<file path="src/rtl/password_check.sv">
// Password comparator with timed unlock window and lockout alarm.
// One evaluation per confirm press; outputs are all registered.
module password_check #(
  parameter int MAX_ERR       = 3,
  parameter int UNLOCK_CYCLES = 8,
  parameter int LOCK_CYCLES   = 16
) (
  input  logic       clk,
  input  logic       rst,
  input  logic [5:0] ipw_6,
  input  logic [5:0] npw_6,
  input  logic       set_status,
  input  logic       confirm,
  output logic       unlock,
  output logic       alarm,
  output logic [1:0] err_cnt,
  output logic [1:0] chk_state
);

  localparam int TMAX = (UNLOCK_CYCLES > LOCK_CYCLES) ? UNLOCK_CYCLES : LOCK_CYCLES;
  localparam int TW   = $clog2(TMAX + 1);

  typedef enum logic [1:0] {
    IDLE  = 2'b00,
    OPEN  = 2'b01,
    ALARM = 2'b10,
    BAD   = 2'b11
  } state_t;

  state_t        state, state_d;
  logic [1:0]    err_d;
  logic [TW-1:0] tmr, tmr_d;
  logic          confirm_q;
  logic          press;
  logic [2:0]    err_inc;

  assign press   = confirm & ~confirm_q;
  assign err_inc = {1'b0, err_cnt} + 3'd1;

  // Timers load N-1 and leave on the edge that sees zero, giving exactly N cycles.
  always_comb begin
    state_d = state;
    err_d   = err_cnt;
    tmr_d   = tmr;
    case (state)
      IDLE: begin
        if (press && !set_status) begin
          if (ipw_6 == npw_6) begin
            state_d = OPEN;
            err_d   = 2'd0;
            tmr_d   = TW'(UNLOCK_CYCLES - 1);
          end else if (err_inc >= 3'(MAX_ERR)) begin
            state_d = ALARM;
            err_d   = 2'(MAX_ERR);
            tmr_d   = TW'(LOCK_CYCLES - 1);
          end else begin
            err_d = err_inc[1:0];
          end
        end
      end
      OPEN: begin
        // Frozen while the password is being changed.
        if (!set_status) begin
          if (tmr == '0) state_d = IDLE;
          else           tmr_d   = tmr - TW'(1);
        end
      end
      ALARM: begin
        if (tmr == '0) begin
          state_d = IDLE;
          err_d   = 2'd0;
        end else begin
          tmr_d = tmr - TW'(1);
        end
      end
      default: begin
        state_d = IDLE;
        err_d   = 2'd0;
        tmr_d   = '0;
      end
    endcase
  end

  // confirm_q resets high so a button held through reset is not a press.
  always_ff @(posedge clk or posedge rst) begin
    if (rst) begin
      state     <= IDLE;
      err_cnt   <= 2'd0;
      tmr       <= '0;
      confirm_q <= 1'b1;
      unlock    <= 1'b0;
      alarm     <= 1'b0;
      chk_state <= 2'b00;
    end else begin
      state     <= state_d;
      err_cnt   <= err_d;
      tmr       <= tmr_d;
      confirm_q <= confirm;
      unlock    <= (state_d == OPEN);
      alarm     <= (state_d == ALARM);
      chk_state <= state_d;
    end
  end

endmodule

</file>
<file path="config.mk">
export PLATFORM = sky130hd
export DESIGN_NAME = password_check
export DESIGN_NICKNAME = d
export VERILOG_FILES = /design/src/rtl/password_check.sv
export SDC_FILE = /design/constraint.sdc
export NUM_CORES = 1
export LEC_CHECK = 0
export ABC_AREA = 1
export ABC_CLOCK_PERIOD_IN_PS = 3300
export CORE_MARGIN = 4
export CORE_UTILIZATION = 40
export DETAILED_ROUTE_END_ITERATION = 12
export PLACE_DENSITY = 0.63
export SLEW_MARGIN = 0
export SYNTH_ARGS = -nofsm -noshare
export SYNTH_HDL_FRONTEND = slang
export SYNTH_SLANG_ARGS = --single-unit
</file>
<file path="constraint.sdc">
create_clock -name clk -period 3.3 [get_ports clk]
set_clock_uncertainty 0.15 [all_clocks]
set_input_delay 0.99 -clock clk [delete_from_list [all_inputs] [get_ports clk]]
set_output_delay 0.99 -clock clk [all_outputs]
set_load 0.01 [all_outputs]
</file>
==> results of run 1 <==
-- through the flow --
step	power [mW]	instances	hold WS (ns)
floorplan	0.695	119	0.305
global placement	0.851	167	0.320
detailed placement	0.865	167	0.319
CTS	0.988	171	0.345
global route	1.09	171	0.396
finish	0.980	171	0.340
-- routing by layer --
metal  up-vias  part of all wire (%)
met2        16                    47
met1       343                    49
met4         0                     0
met5         -                     0
met3         0                   4.1
li1        416                     -
-- synthesized netlist by cell type --
| cell | instances | area (um^2) |
|---|---|---|
| nand4_1 | 1 | 6.26 |
| o21bai_2 | 1 | 11.3 |
| nand2_4 | 1 | 11.3 |
| o21ai_1 | 1 | 5.00 |
| inv_1 | 21 | 78.8 |
| nand3_1 | 3 | 15.0 |
| dfstp_2 | 1 | 26.3 |
| a21oi_1 | 7 | 35.0 |
| nand2_1 | 35 | 131 |
| dfrtp_1 | 11 | 275 |
| o21ai_2 | 6 | 52.6 |
| nor2_4 | 1 | 11.3 |
| nand2_2 | 1 | 6.26 |
| a21boi_0 | 1 | 7.51 |
| nor3b_4 | 1 | 18.8 |
| nor2_1 | 13 | 48.8 |
| a21oi_2 | 1 | 8.76 |
| ha_1 | 5 | 62.6 |
| nor2_2 | 2 | 12.5 |
| o21ai_0 | 4 | 20.0 |
| xor2_1 | 2 | 17.5 |
-- power breakdown --
| group | switching (mW) | internal [mW] | leakage (nW) | total (mW) |
|---|---|---|---|---|
| logic | 0.340 | 0.252 | 0.433 | 0.591 |
| clock network | 0.0480 | 0.0671 | 0.0210 | 0.115 |
| registers | 0.0587 | 0.215 | 0.151 | 0.273 |
-- final timing paths --
| kind | endpoint | depth (start not counted) |
|---|---|---|
| max | chk_state[0] | 1 |
| min | tmr[0]$_DFFE_PP0P_ | 2 |
| max reg2reg | tmr[2]$_DFFE_PP0P_ | 8 |
| min reg2reg | tmr[0]$_DFFE_PP0P_ | 2 |
| max in group asynchronous | confirm_q$_DFF_PP1_ | 2 |
| min in group asynchronous | tmr[1]$_DFFE_PP0P_ | 2 |
-- flip-flops by register name, summed over array words and instances, names as in the netlist --
signal     cells
unlock         1
state          2
tmr            5
confirm_q      1
err_cnt        2
alarm          1
-- layout make-up --
class,instances,area (um^2)
clock buffer,4,36.3
fill,204,860
inverter,21,78.8
multi-input combinational,86,482
sequential,12,302
tap,27,33.8
timing repair buffer,21,210
-- cell families (layout without fill, tap and decap cells) --
group	after synthesis	count (layout)	share of synthesized area [%]
simple gates	58	58	30.3
compound gates	21	21	16.3
buf+inv	21	46	9.14
flops	12	12	35.0
fa+ha+maj	5	5	7.26
xor+xnor	2	2	2.03
-- cells in the final DEF (no fill, tap or decap) --
master	synthesis	layout
a21boi_0	1	1
a21oi_1	7	7
a21oi_2	1	1
clkbuf_4	0	3
clkbuf_8	0	1
clkdlybuf4s50_1	0	21
dfrtp_1	11	11
dfstp_2	1	1
ha_1	5	5
inv_1	21	21
nand2_1	35	35
nand2_2	1	1
nand2_4	1	1
nand3_1	3	3
nand4_1	1	1
nor2_1	13	13
nor2_2	2	2
nor2_4	1	1
nor3b_4	1	1
o21ai_0	4	4
o21ai_1	1	1
o21ai_2	6	6
o21bai_2	1	1
xor2_1	2	2
==> flow_metrics.env, run 1 <==
export IMPL_diodes=0
export IMPL_firstDrtPassIters=5
export IMPL_rsz0062_at_grt="no"
export IMPL_final_layout_size_suffix_gt1_share_pct=13.2
export IMPL_path_buf_inv=1
export IMPL_crit_start="state[0]$_DFF_PP0_"
export IMPL_rr_startpoint="state[0]$_DFF_PP0_"
export IMPL_synth_cell_type_count=21
export IMPL_finalSetupTns_ns=0
export IMPL_cp_start_kind="flop"
export IMPL_wl_per_cell_um=10.5
export IMPL_seq_area_frac_synth_pct=35.0
export IMPL_drc=0
export IMPL_totalWireLength_um=1790
export IMPL_reg2reg_slack_ns=1.61
export IMPL_clockRootBuffer="clkbuf_4"
export IMPL_end_kind="output port"
export IMPL_cts_buffers=3
export IMPL_fin_area_um2=1140
export IMPL_area_growth_pct=32.5
export IMPL_fin_crit_sh_pct=73.4
export IMPL_io_buffers=21
export IMPL_hpwlAfterDp_um=1500
export IMPL_status="complete, no violations"
export IMPL_syn_instance_count=119
export IMPL_ys_warn_count=0
export IMPL_groute_layer_met1_usage_pct=19.5
export IMPL_cellPowerDensity_nw_per_um2=858
export IMPL_setup_viol=0
export IMPL_period_needed_ns=2.42
export IMPL_path_class="flop to output port"
export IMPL_final_antenna_net_count=0
export IMPL_max_freq_mhz=413
export IMPL_row_count=16
export IMPL_viasPerCell=4.53
export IMPL_slowest_delay_ns=0.57
export IMPL_max_cap_violations=0
export IMPL_tightest_slew_ns=0.456
export IMPL_crit_chain="clkdlybuf4s50_1"
export IMPL_critPathMaxFanout=6
export IMPL_place_gp_congestion=0.841
export IMPL_grtUsageMet2_pct=22.7
export IMPL_irDropWorstVdd_v=0.000576
export IMPL_syn_avg_cell_area_um2=7.24
export IMPL_grt_max_degree=13
export IMPL_p_leak_nw=0.605
export IMPL_grt_pass1_vias=739
export IMPL_track_usage_pct=14.8
export IMPL_clk_path_buf_depth=2
export IMPL_htree_levels=1
export IMPL_pre_cts_ws_ns=0.733
export IMPL_slew_viol_final=0
export IMPL_finalNetCount=166
export IMPL_vias=775
export IMPL_synth_nets=140
export IMPL_postCtsHoldBufs=0
export IMPL_antenna_found_initial=0
export IMPL_io_pin_count=22
export IMPL_dieArea_um2=2960
export IMPL_core_um2=2000
export IMPL_grt_busiest_layer="met2"
export IMPL_relSlewSlack_pct=69.6
export IMPL_place_area_um2=1110
export IMPL_cts_resized_gates=0
export IMPL_clk_pin_slew_ns=0.07
export IMPL_synth_seq_cells=12
export IMPL_post_cts_buffers=0
export IMPL_hold_viol_final=0
export IMPL_min_path_type="flop to flop"
export IMPL_grt_use_met3_pct=5.45
export IMPL_die_h_um=54.4
export IMPL_overflow=0
export IMPL_arrival_ns=1.28
export IMPL_grt_pass1_wl_um=3170
export IMPL_synthesis_area_um2=862
export IMPL_initial_core_util_pct=43.1
export IMPL_clk_latency_ns=0.27
export IMPL_fin_ws_ns=0.877
export IMPL_cts_sinks=12
export IMPL_drt_initial_drc_count=10
export IMPL_critPathSlowestCell="clkdlybuf4s50_1"
export IMPL_worstHoldStart="tmr[0]$_DFFE_PP0P_"
export IMPL_critPathTopFamily="buffers and inverters"
export IMPL_finish_utilization_pct=57.1
export IMPL_die_w_um=54.4
export IMPL_cts_tree="yes"
export IMPL_required_ns=2.16
No activity file was read; power rests on OpenSTA's default activity.
==> run 2: changes to the inputs <==
ABC_CLOCK_PERIOD_IN_PS = 2370   (was 3300)
clock period = 2.37 ns   (was 3.3 ns; I/O delays follow)
==> results of run 2 <==
The final DEF is identical to that of run 1. Status: complete, no violations.
Among the figures that moved: setup slack after placement 0.733 ns -> 0.0820 ns; setup slack after layout 0.877 ns -> 0.226 ns; register-to-register setup slack 1.61 ns -> 0.68 ns; total power 0.980 mW -> 1.36 mW; worst IR drop on VDD 0.000576 V -> 0.000802 V
==> run 3: changes to the inputs <==
GPL_TIMING_DRIVEN = 0   (was default)
PLACE_DENSITY = 0.67   (was 0.63)
==> run 3 against run 2 <==
Against the previous run: clock power shrank 14%; non-clock buffer count is the same; routed wire length shrank 3.9%; worst setup slack worse by 0.011 ns; sequential cell count unchanged; largest power group unchanged.
==> flow_metrics.env, run 3 (same netlist as run 1, synthesis figures left out) <==
export IMPL_status="complete, no violations"
export IMPL_reg2reg_slack_ns=0.69
export IMPL_grt_pass1_wl_um=3150
export IMPL_drc=0
export IMPL_seq_power_share_pct=28.8
export IMPL_placed_cells=167
export IMPL_multi_input_area_um2=482
export IMPL_htree_levels=1
export IMPL_fillerInstances=186
export IMPL_min_path_type="flop to flop"
export IMPL_antenna_found_initial=0
export IMPL_die_h_um=54.4
export IMPL_final_common_cell="nand2_1"
export IMPL_cp_start_kind="flop"
export IMPL_dieArea_um2=2960
export IMPL_path_class="flop to output port"
export IMPL_critPathMaxFanout=6
export IMPL_final_cell_mix="nand2_1, inv_1, clkdlybuf4s50_1, nor2_1, dfrtp_1"
export IMPL_finalSetupTns_ns=0
export IMPL_cellPowerDensity_nw_per_um2=1170
export IMPL_critPathSlowestCell="clkdlybuf4s50_1"
export IMPL_final_layout_size_suffix_gt1_share_pct=12.5
export IMPL_clk_pin_slew_ns=0.08
export IMPL_seqCellArea_um2=302
export IMPL_die_w_um=54.4
export IMPL_place_gp_congestion=0.802
export IMPL_firstDrtPassIters=4
export IMPL_reg2reg_to="tmr[2]$_DFFE_PP0P_"
export IMPL_min_to="tmr[0]$_DFFE_PP0P_"
export IMPL_slowest_delay_ns=0.58
export IMPL_max_freq_mhz=464
export IMPL_irDropWorstVdd_v=0.000739
export IMPL_grt_max_degree=13
export IMPL_finalNetCount=166
export IMPL_finish_utilization_pct=56.6
export IMPL_io_pin_count=22
export IMPL_cts_tree="yes"
export IMPL_slew_viol_final=0
export IMPL_largest_reg_flops=5
export IMPL_worstHoldStart="tmr[0]$_DFFE_PP0P_"
export IMPL_clkPwrFrac_pct=10.3
export IMPL_hpwlAfterDp_um=1430
export IMPL_row_count=16
export IMPL_clk_latency_ns=0.28
export IMPL_path_buf_inv=1
export IMPL_period_needed_ns=2.15
export IMPL_largest_register="tmr"
export IMPL_initial_core_util_pct=43.1
export IMPL_grtUsageMet2_pct=24.1
export IMPL_rsz0062_at_grt="no"
export IMPL_p_switching_mw=0.610
export IMPL_fin_area_um2=1130
export IMPL_area_growth_pct=31.4
export IMPL_fin_crit_sh_pct=90.9
export IMPL_internal_power_mw=0.713
export IMPL_hold_viol_final=0
export IMPL_track_usage_pct=14.4
export IMPL_setup_viol=0
export IMPL_post_cts_buffers=0
export IMPL_whs_ns=0.335
export IMPL_p_leak_nw=0.599
export IMPL_postCtsHoldBufs=0
export IMPL_switching_share_pct=46.1
export IMPL_worstHoldPathCells=2
export IMPL_drt_initial_drc_count=20
export IMPL_max_cap_violations=0
export IMPL_arrival_ns=1.29
export IMPL_top_regs="tmr x5, err_cnt x2, state x2"
export IMPL_reg2reg_depth=8
export IMPL_wl_per_cell_um=10.1
export IMPL_place_area_um2=1110
export IMPL_end_kind="output port"
export IMPL_tightest_slew_ns=0.454
export IMPL_totalWireLength_um=1720
export IMPL_grt_use_met3_pct=3.00
export IMPL_critPathTopFamily="buffers and inverters"
export IMPL_cts_resized_gates=0
export IMPL_clk_path_buf_depth=2
export IMPL_crit_chain="clkdlybuf4s50_1"
export IMPL_fin_cells=171
export IMPL_vias=796
export IMPL_required_ns=1.51
export IMPL_core_um2=2000
export IMPL_clockRootBuffer="clkbuf_4"
export IMPL_grt_pass1_vias=772
export IMPL_overflow=0
export IMPL_final_antenna_net_count=0
export IMPL_rr_startpoint="state[0]$_DFF_PP0_"
export IMPL_groute_layer_met1_usage_pct=18.3
export IMPL_grt_busiest_layer="met2"
export IMPL_relSlewSlack_pct=69.7
export IMPL_cts_buffers=3
export IMPL_diodes=0
export IMPL_cts_sinks=12
export IMPL_io_buffers=21
export IMPL_pwr_share_comb_pct=60.9
export IMPL_viasPerCell=4.65
## run 3: cell counts in the layout (fill, tap and decap cells not counted)
Identical to the previous run, type by type.
## run 3: worst max-delay path by stage
| stage | startpoint | to | depth (start not counted) | slack, ns |
|---|---|---|---|---|
| after floorplan | set_status | tmr[4]$_DFFE_PP0P_ | 6 | 0.71 |
| after global placement | set_status | tmr[4]$_DFFE_PP0P_ | 7 | 0.12 |
| after detailed placement | ipw_6[4] | tmr[0]$_DFFE_PP0P_ | 10 | 0.11 |
| after CTS | state[0]$_DFF_PP0_ | chk_state[0] | 1 | 0.20 |
| after global routing | state[0]$_DFF_PP0_ | chk_state[0] | 1 | 0.16 |
| final | state[0]$_DFF_PP0_ | chk_state[0] | 1 | 0.22 |
## run 3: layout make-up
cell class                      instances  area share, %
Multi-Input combinational cell         86           42.5
Sequential cell                        12           26.6
Timing Repair Buffer                   21           18.6
Inverter                               21           6.96
Tap cell                               27           2.98
Clock buffer                            4           2.32
## run 3: through the flow
| stage | setup slack, ns | power (mW) |
|---|---|---|
| after floorplan | 0.705 | 0.968 |
| after global placement | 0.116 | 1.18 |
| after detailed placement | 0.109 | 1.20 |
| after CTS | 0.201 | 1.34 |
| after global routing | 0.159 | 1.48 |
| final | 0.215 | 1.32 |
## run 3: layer usage
metal,routed length (um),part of all wire (%)
met1,814,47
met2,792,46
met3,95,5.5
met4,19,1.1
met5,0,0
## run 3: power by group through the flow
| stage | logic, mW | registers, mW | clock network [mW] |
|---|---|---|---|
| finish | 0.806 | 0.381 | 0.137 |
| global route | 0.938 | 0.396 | 0.151 |
| CTS | 0.816 | 0.381 | 0.139 |
| detailed placement | 0.813 | 0.385 | 0 |
| global placement | 0.800 | 0.380 | 0 |
| floorplan | 0.576 | 0.391 | 0 |
